`src/rtl/load_hazard_scoreboard_pkg.sv`:
```
// Shared constants and state encoding for the load-use hazard scoreboard.
package load_hazard_scoreboard_pkg;

  localparam int DEFAULT_REG_ADDRS_BITS = 5;
  localparam int DEFAULT_LOAD_LATENCY   = 1;
  localparam int DEFAULT_COUNT_BITS     = 16;

  typedef enum logic [1:0] {
    RUN        = 2'd0,
    LOAD_STALL = 2'd1,
    MEM_WAIT   = 2'd2,
    HALT       = 2'd3
  } hazard_state_e;

endpackage

```
`src/rtl/load_scoreboard_entry.sv`:
```
// One scoreboard slot: a {valid, rd} register plus its match against the ID operands.
module load_scoreboard_entry
  import load_hazard_scoreboard_pkg::*;
#(
  parameter int REG_ADDRS_BITS = DEFAULT_REG_ADDRS_BITS
) (
  input  logic                      i_clk,
  input  logic                      i_rst,
  input  logic                      i_shift,
  input  logic                      i_next_valid,
  input  logic [REG_ADDRS_BITS-1:0] i_next_rd,
  input  logic [REG_ADDRS_BITS-1:0] i_id_rs,
  input  logic [REG_ADDRS_BITS-1:0] i_id_rt,
  input  logic                      i_id_uses_rs,
  input  logic                      i_id_uses_rt,
  output logic                      o_valid,
  output logic [REG_ADDRS_BITS-1:0] o_rd,
  output logic                      o_match
);

  // i_shift low holds the slot; high takes whatever the previous slot (or ID) offers.
  always_ff @(posedge i_clk) begin
    if (i_rst) begin
      o_valid <= 1'b0;
      o_rd    <= '0;
    end else if (i_shift) begin
      o_valid <= i_next_valid;
      o_rd    <= i_next_rd;
    end
  end

  // r0 is hardwired to zero, so a pending load to it never blocks a reader.
  assign o_match = o_valid && (o_rd != '0) &&
                   ((i_id_uses_rs && (o_rd == i_id_rs)) ||
                    (i_id_uses_rt && (o_rd == i_id_rt)));

endmodule

```
`src/rtl/load_hazard_scoreboard.sv`:
```
// Load-use hazard unit beside ID: multi-cycle load scoreboard, branch flush,
// memory-wait / debug-halt freeze and saturating stall counters.
module load_hazard_scoreboard
  import load_hazard_scoreboard_pkg::*;
#(
  parameter int REG_ADDRS_BITS = DEFAULT_REG_ADDRS_BITS,
  parameter int LOAD_LATENCY   = DEFAULT_LOAD_LATENCY,
  parameter int COUNT_BITS     = DEFAULT_COUNT_BITS
) (
  input  logic                      i_clk,
  input  logic                      i_rst,
  input  logic [REG_ADDRS_BITS-1:0] i_id_rs,
  input  logic [REG_ADDRS_BITS-1:0] i_id_rt,
  input  logic                      i_id_uses_rs,
  input  logic                      i_id_uses_rt,
  input  logic                      i_id_MemRead,
  input  logic                      i_branch_taken,
  input  logic                      i_mem_req,
  input  logic                      i_mem_ready,
  input  logic                      i_halt,
  input  logic                      i_count_clear,
  output logic                      o_PCWrite,
  output logic                      o_if_id_write,
  output logic                      o_control_mux,
  output logic                      o_if_id_flush,
  output logic                      o_pipe_enable,
  output logic [1:0]                o_state,
  output logic [COUNT_BITS-1:0]     o_load_stall_count,
  output logic [COUNT_BITS-1:0]     o_mem_stall_count
);

  hazard_state_e             state;
  logic                      mem_wait;
  logic                      freeze;
  logic                      hazard;
  logic                      load_stall;
  logic                      load_enter;
  logic [LOAD_LATENCY-1:0]   ent_valid;
  logic [LOAD_LATENCY-1:0]   ent_match;
  logic [REG_ADDRS_BITS-1:0] ent_rd [LOAD_LATENCY];
  logic                      unused_oldest;

  assign mem_wait = i_mem_req && !i_mem_ready;
  assign freeze   = (state == HALT) || mem_wait;
  assign hazard   = |ent_match;

  always_comb begin
    o_PCWrite     = 1'b1;
    o_if_id_write = 1'b1;
    o_control_mux = 1'b1;
    o_if_id_flush = 1'b0;
    o_pipe_enable = 1'b1;
    load_stall    = 1'b0;
    if (!i_rst) begin
      if (freeze) begin
        o_pipe_enable = 1'b0;
        o_PCWrite     = 1'b0;
        o_if_id_write = 1'b0;
      end else if (i_branch_taken) begin
        // The ID instruction is squashed, so its hazard is irrelevant.
        o_if_id_flush = 1'b1;
        o_control_mux = 1'b0;
      end else if (hazard) begin
        o_PCWrite     = 1'b0;
        o_if_id_write = 1'b0;
        o_control_mux = 1'b0;
        load_stall    = 1'b1;
      end
    end
  end

  // Only a load that actually proceeds into EX becomes a pending producer.
  assign load_enter = i_id_MemRead && o_control_mux && !o_if_id_flush;

  for (genvar g = 0; g < LOAD_LATENCY; g++) begin : g_entry
    logic                      next_valid;
    logic [REG_ADDRS_BITS-1:0] next_rd;
    if (g == 0) begin : g_head
      assign next_valid = load_enter;
      assign next_rd    = load_enter ? i_id_rt : '0;
    end else begin : g_tail
      assign next_valid = ent_valid[g-1];
      assign next_rd    = ent_rd[g-1];
    end
    load_scoreboard_entry #(
      .REG_ADDRS_BITS(REG_ADDRS_BITS)
    ) u_entry (
      .i_clk       (i_clk),
      .i_rst       (i_rst),
      .i_shift     (o_pipe_enable),
      .i_next_valid(next_valid),
      .i_next_rd   (next_rd),
      .i_id_rs     (i_id_rs),
      .i_id_rt     (i_id_rt),
      .i_id_uses_rs(i_id_uses_rs),
      .i_id_uses_rt(i_id_uses_rt),
      .o_valid     (ent_valid[g]),
      .o_rd        (ent_rd[g]),
      .o_match     (ent_match[g])
    );
  end

  // The oldest slot falls off the end of the chain on every shift.
  assign unused_oldest = ^{ent_valid[LOAD_LATENCY-1], ent_rd[LOAD_LATENCY-1]};

  always_ff @(posedge i_clk) begin
    if (i_rst) begin
      state              <= RUN;
      o_load_stall_count <= '0;
      o_mem_stall_count  <= '0;
    end else begin
      // Halt is sticky while requested but never starts over an open memory access.
      if (i_halt && ((state == HALT) || !mem_wait)) state <= HALT;
      else if (mem_wait)                            state <= MEM_WAIT;
      else if (load_stall)                          state <= LOAD_STALL;
      else                                          state <= RUN;

      if (i_count_clear)
        o_load_stall_count <= '0;
      else if (load_stall && !(&o_load_stall_count))
        o_load_stall_count <= o_load_stall_count + COUNT_BITS'(1);

      if (i_count_clear)
        o_mem_stall_count <= '0;
      else if (mem_wait && !(&o_mem_stall_count))
        o_mem_stall_count <= o_mem_stall_count + COUNT_BITS'(1);
    end
  end

  assign o_state = state;

endmodule

```
`config.mk`:
```
export PLATFORM = sky130hd
export DESIGN_NAME = load_hazard_scoreboard
export DESIGN_NICKNAME = d
export VERILOG_FILES = /design/src/rtl/load_hazard_scoreboard_pkg.sv /design/src/rtl/load_scoreboard_entry.sv /design/src/rtl/load_hazard_scoreboard.sv
export SDC_FILE = /design/constraint.sdc
export NUM_CORES = 1
export LEC_CHECK = 0
export CAP_MARGIN = 20
export CELL_PAD_IN_SITES_DETAIL_PLACEMENT = 1
export CELL_PAD_IN_SITES_GLOBAL_PLACEMENT = 2
export CORE_MARGIN = 3
export CORE_UTILIZATION = 25
export DETAILED_ROUTE_END_ITERATION = 7
export PLACE_DENSITY = 0.76
export SYNTH_ARGS = -nofsm -noshare
export SYNTH_HDL_FRONTEND = slang
export SYNTH_SLANG_ARGS = --single-unit
```
`constraint.sdc`:
```
create_clock -name i_clk -period 2.1 [get_ports i_clk]
set_input_delay 0.525 -clock i_clk [delete_from_list [all_inputs] [get_ports i_clk]]
set_output_delay 0.525 -clock i_clk [all_outputs]
set_load 0.05 [all_outputs]
```
### Yosys cells after proc, flatten, opt, wreduce, memory -nomap -nowiden

Index checks and enable logic that the tools add are counted.

| word-level totals | value |
|---|---|
| bits in read-only memories | 0 |
| memories kept | 0 |
| output and inout port bits | 39 |
| memory bits (writable) | 0 |
| input port bits | 20 |
| bits in latches | 0 |
| logic and storage cells | 52 |
| register bits | 40 |

| cells by class | value |
|---|---|
| shift operators | 0 |
| add/subtract/negate cells | 2 |
| reduce and logical (&&, ||, !) cells | 22 |
| div/mod/pow operators | 0 |
| multiplexer cells | 20 |
| $mul | 0 |
| $lt $le $gt $ge | 0 |
| equal/unequal tests | 3 |
| bitwise gates (word level) | 0 |

Operators with widths:

| kind | number |
|---|---|
| adder 16 x 1 -> 16 bit (second input constant) | 2 |
| AND reduction 16 bit | 2 |
| 2-to-1 mux 1 bit | 17 |
| == test 5 bit | 2 |
| logical AND 1 bit | 10 |
| logical NOT 1 bit | 5 |
| 2-to-1 mux 5 bit | 1 |
| nonzero test 5 bit | 1 |
| 2-to-1 mux 2 bit | 2 |
| logical OR 1 bit | 3 |
| == test 2 bit (second input constant) | 1 |
| OR reduction 2 bit | 1 |

### Depth between registers and ports, before layout

| depth | value |
|---|---|
| word-level depth | 11 |
| depth in mapped cells | 7 |
| gate-level depth less buffers | 6 |

### Cells and area by module

A second synthesis with hierarchy kept.

| second synthesis, totals | value |
|---|---|
| cells, all modules | 270 |
| area, all modules | 2293.4 sq um |

By module, submodules not included:

| module | sequential area each (sq um) | area an instance (sq um) | instances | cells an instance |
|---|---|---|---|---|
| load_hazard_scoreboard | 680.7 | 1951.9 | 1 | 234 |
| load_scoreboard_entry | 120.1 | 341.6 | 1 | 36 |

### Least setup slack after synthesis

Ideal clock, no wire load.

| timing | value |
|---|---|
| kind | register to output |
| start point | register g_entry[0].u_entry.o_rd[1] |
| end point | output o_if_id_write |
| setup slack | -814 ps |
| data arrival time | 2389 ps |
| buffers on the path | 2 |
| required time | 1575 ps |
| stages on the path, launching flop included | 7 |
| cells stage by stage | dfxtp_1 or4_4 o21ai_2 buf_2 nor2_1 a21oi_1 buf_4 |

| between the ends | value |
|---|---|
| word-level cells in the longest chain between the ends | 8 |
| elaborated cells between the ends (all ways) | 12 |
| classes of those cells | eq/ne (2); mux (4); reduce/logical (6) |

Ends and longest elaborated chain:

| what | line | RTL |
|---|---|---|
| start, declared | load_scoreboard_entry.sv:17 | `output logic [REG_ADDRS_BITS-1:0] o_rd,` |
| start signal, assigned | load_scoreboard_entry.sv:28 | `o_rd <= i_next_rd;` |
| == test 5 bit, on equally long branches | load_scoreboard_entry.sv:34, load_scoreboard_entry.sv:35 |  |
| logical AND 1 bit, on equally long branches | load_scoreboard_entry.sv:34, load_scoreboard_entry.sv:35 |  |
| logical OR 1 bit | load_scoreboard_entry.sv:34 | `((i_id_uses_rs && (o_rd == i_id_rs)) \|\|` |
| logical AND 1 bit (*) | load_scoreboard_entry.sv:33 | `assign o_match = o_valid && (o_rd != '0) &&` |
| 2-to-1 mux 1 bit (*) (4 in a row) | - |  |
| end, declared | load_hazard_scoreboard.sv:23 | `output logic o_if_id_write,` |

Mark *: on every way between the ends. The rest lies on a longest branch, timed or not.

### Worst setup path in the final report

| timing | value |
|---|---|
| start point | register g_entry[0].u_entry.o_rd[1] |
| end point | output o_PCWrite |

| between the ends | value |
|---|---|
| word-level cells in the longest chain between the ends | 8 |
| elaborated cells between the ends (all ways) | 12 |
| classes of those cells | eq/ne (2); mux (4); reduce/logical (6) |

Ends and longest elaborated chain:

| what | line | RTL |
|---|---|---|
| == test 5 bit, on equally long branches | load_scoreboard_entry.sv:34, load_scoreboard_entry.sv:35 |  |
| logical AND 1 bit, on equally long branches | load_scoreboard_entry.sv:34, load_scoreboard_entry.sv:35 |  |
| logical OR 1 bit | load_scoreboard_entry.sv:34 |  |
| logical AND 1 bit (*) | load_scoreboard_entry.sv:33 |  |
| 2-to-1 mux 1 bit (*) | load_hazard_scoreboard.sv:63 | `end else if (hazard) begin` |
| 2-to-1 mux 1 bit (*) | load_hazard_scoreboard.sv:59 | `end else if (i_branch_taken) begin` |
| 2-to-1 mux 1 bit (*) | load_hazard_scoreboard.sv:55 | `if (freeze) begin` |
| 2-to-1 mux 1 bit (*) | load_hazard_scoreboard.sv:54 | `if (!i_rst) begin` |
| end, declared | load_hazard_scoreboard.sv:22 | `output logic o_PCWrite,` |

Marks and branches as above.

==> metrics.cfg <==
[outcome]
outcome=finished with violations
violations=setup timing

[place]
io_buffers=58
post-dp-hpwl_microns=5300
gp_congestion=0.774

[synthesis]
yosysTopAreaCell=dfxtp_1
synthTopCellsByCount=40 x dfxtp_1, 25 x nor2_1, 24 x nand2_1
synth_nets=282
post_synth.cell_area_avg_sq_um=8.42
synth_seq_cells=40
ys.flop_type=dfxtp_1
synth_enable_flop_cells=0
ys_seq_area_frac=0.366
synth.distinct_cells=48
synth_area_leaders=dfxtp_1 37%, xnor2_1 8.8%, nand4_1 4.9%, nor2_1 4.3%, nand2_1 4.1%
syn_inst=260
async_flop_share=0
syn-cell-area_sq_um=2190
synth.most_common_cell=dfxtp_1
synth_top_area_share=0.366
yosys_warnings=0

[pwr]
ir_worst_vdd_mv=0.269
p_leak_nw=1.37
power_density_nw_per_um2=448
total_power_mw=1.57

[global_route]
met2_usage=0.257
grt_max_degree=25
grt_overflow=0
grt.met1_usage=0.197
grtUsageMet3=0.0386
grt_pass1_wl_microns=12400
antenna_found_initial=0
grt_pass1_vias=2504
busiest_layer=met2
grt_usage=0.151

[die]
rows=33
die-width_microns=99.6
die_h_microns=99.6
floorplan.initialDensity=0.263
top_level_ports=59
core_sq_um=8340
die_area_sq_um=9920

[sta]
hold_violations=0
hold-worst-slack_ps=516
setup_violations=10
layout_min_cycle_time_ps=2350
rsz0062_at_grt=yes
relSlewSlack=0.632
skew_ps=14.0
fin_crit_sh=1.12
worst_slack_ps=-250
slew_viol_final=0
fmax_ghz=0.426
tightest_slew_ps=549

[route]
first_iter_violations=38
viasPerCell=4.99
first_pass_iters=4
num_vias=2379
drc=0
antenna_left=0
wl_per_cell_microns=15.3
drt-total-wl_microns=7280

[critical_path]
max_stage_delay_ps=560
r2r_cells=13
cp.arrival_ps=1820
worstSetupEndpointType=output pin
cp_slowest_cell=or4_4
crit_fanout=3
critPathRequiredTime_ps=1570
path_cells=or4_4 > o21ai_4 > nor2_4 > a21oi_4 > buf_12
critPathKind=register to output pin
start_kind=register

[min_path]
hold_class=register to register
hold_depth=2

[cts]
clock_tree.buffer_depth=2
numCtsBuffers=5
insertion_delay_ps=300
htree_num_levels=2
cts-root-buf=clkbuf_8
cts_tree=done
cts_num_sinks=40
postCtsHoldBufs=0
path_clk_slew_ps=90

[cells_and_area]
final_nets=393
area_growth_pct=59.5
drive_above_1_share=0.355
antennaDiodeCount=0

[run]
drv_cap=0

[registers in the layout, indices dropped and copies added (netlist names)]
signal                   flops
o_mem_stall_count           16
g_entry.u_entry.o_valid      1
g_entry.u_entry.o_rd         5
o_load_stall_count          16
o_state                      2
[report_power, final]
group | switching, mW | internal (mW)
logic | 0.123 | 0.131
clock network | 0.307 | 0.232
registers | 0.00717 | 0.765
[cells in the final DEF, fill, tap and decap left out, types with 6 or more instances in the layout]
cell type        Yosys  final
dlygate4sd2_1        0      7
nand2_1             24     22
o31ai_1              6      6
a21oi_1             14     10
nor3_1              10     10
clkdlybuf4s50_1      0      8
xnor2_1             22     19
dfxtp_1             40     35
buf_4                1     80
clkdlybuf4s15_1      0      6
nand3_1             12     11
or3_1                9      9
nor2_1              25     23
nand4_1             17     17
dlymetal6s2s_1       0      6
[what timing repair did]
| action | CTS | global route |
|---|---|---|
| buffers inserted | 15 | 4 |
| pin swaps | 13 | 8 |
| gates resized for setup | 28 | 26 |
| endpoints found under the setup margin | 11 | 24 |
[final timing paths]
check	startpoint	to	slack, ps
worst min register to register	o_load_stall_count[9]	o_load_stall_count[9]	520
worst max register to register	g_entry[0].u_entry.o_rd[1]	g_entry[0].u_entry.o_rd[4]	-80
worst max-delay path	g_entry[0].u_entry.o_rd[1]	o_PCWrite	-250
worst min-delay path	o_load_stall_count[9]	o_load_stall_count[9]	520
[area by class of cell]
class | count | area [sq um]
Inverter | 5 | 18.8
Sequential cell | 40 | 807
Clock buffer | 5 | 68.8
Clock inverter | 3 | 18.8
Fill cell | 992 | 4850
Multi-Input combinational cell | 204 | 1440
Tap cell | 105 | 131
Timing Repair Buffer | 115 | 1010
[routing by layer]
layer  routed length [microns]  vias up
met4                        26        0
met2                      3540       49
met3                       370        2
met1                      3350     1144
li1                          -     1184
met5                         0        -
[logic make-up after synthesis]
logic type / share of synthesized area
compound gates: 0.171
xor+xnor: 0.0960
fa+ha+maj: 0.0114
buf+inv: 0.0314
flops: 0.366
mux: 0.0229
simple gates: 0.302
[per-stage QoR]
| stage | setup TNS, ps | instances | util | area (sq um) | worst slack (ps) |
|---|---|---|---|---|---|
| finish | -1230 | 477 | 0.419 | 3490 | -250 |
| global route | -2290 | 477 | 0.419 | 3490 | -325 |
| CTS | -887 | 473 | 0.404 | 3370 | -263 |
| detailed placement | -8720 | 451 | 0.377 | 3150 | -439 |
| global placement | -7510 | 451 | 0.377 | 3150 | -408 |
| floorplan | -315 | 260 | - | 2230 | -213 |
[worst max-delay path: cells and delay by family (launching register included)]
| kind | cells | cell delay [ps] |
|---|---|---|
| and+or+nand+nor | 2 | 640 |
| AOI/OAI and AO/OA | 2 | 380 |
| DFF | 1 | 330 |
| buffers and inverters | 1 | 170 |
No activity file was read; power rests on OpenSTA's default activity.
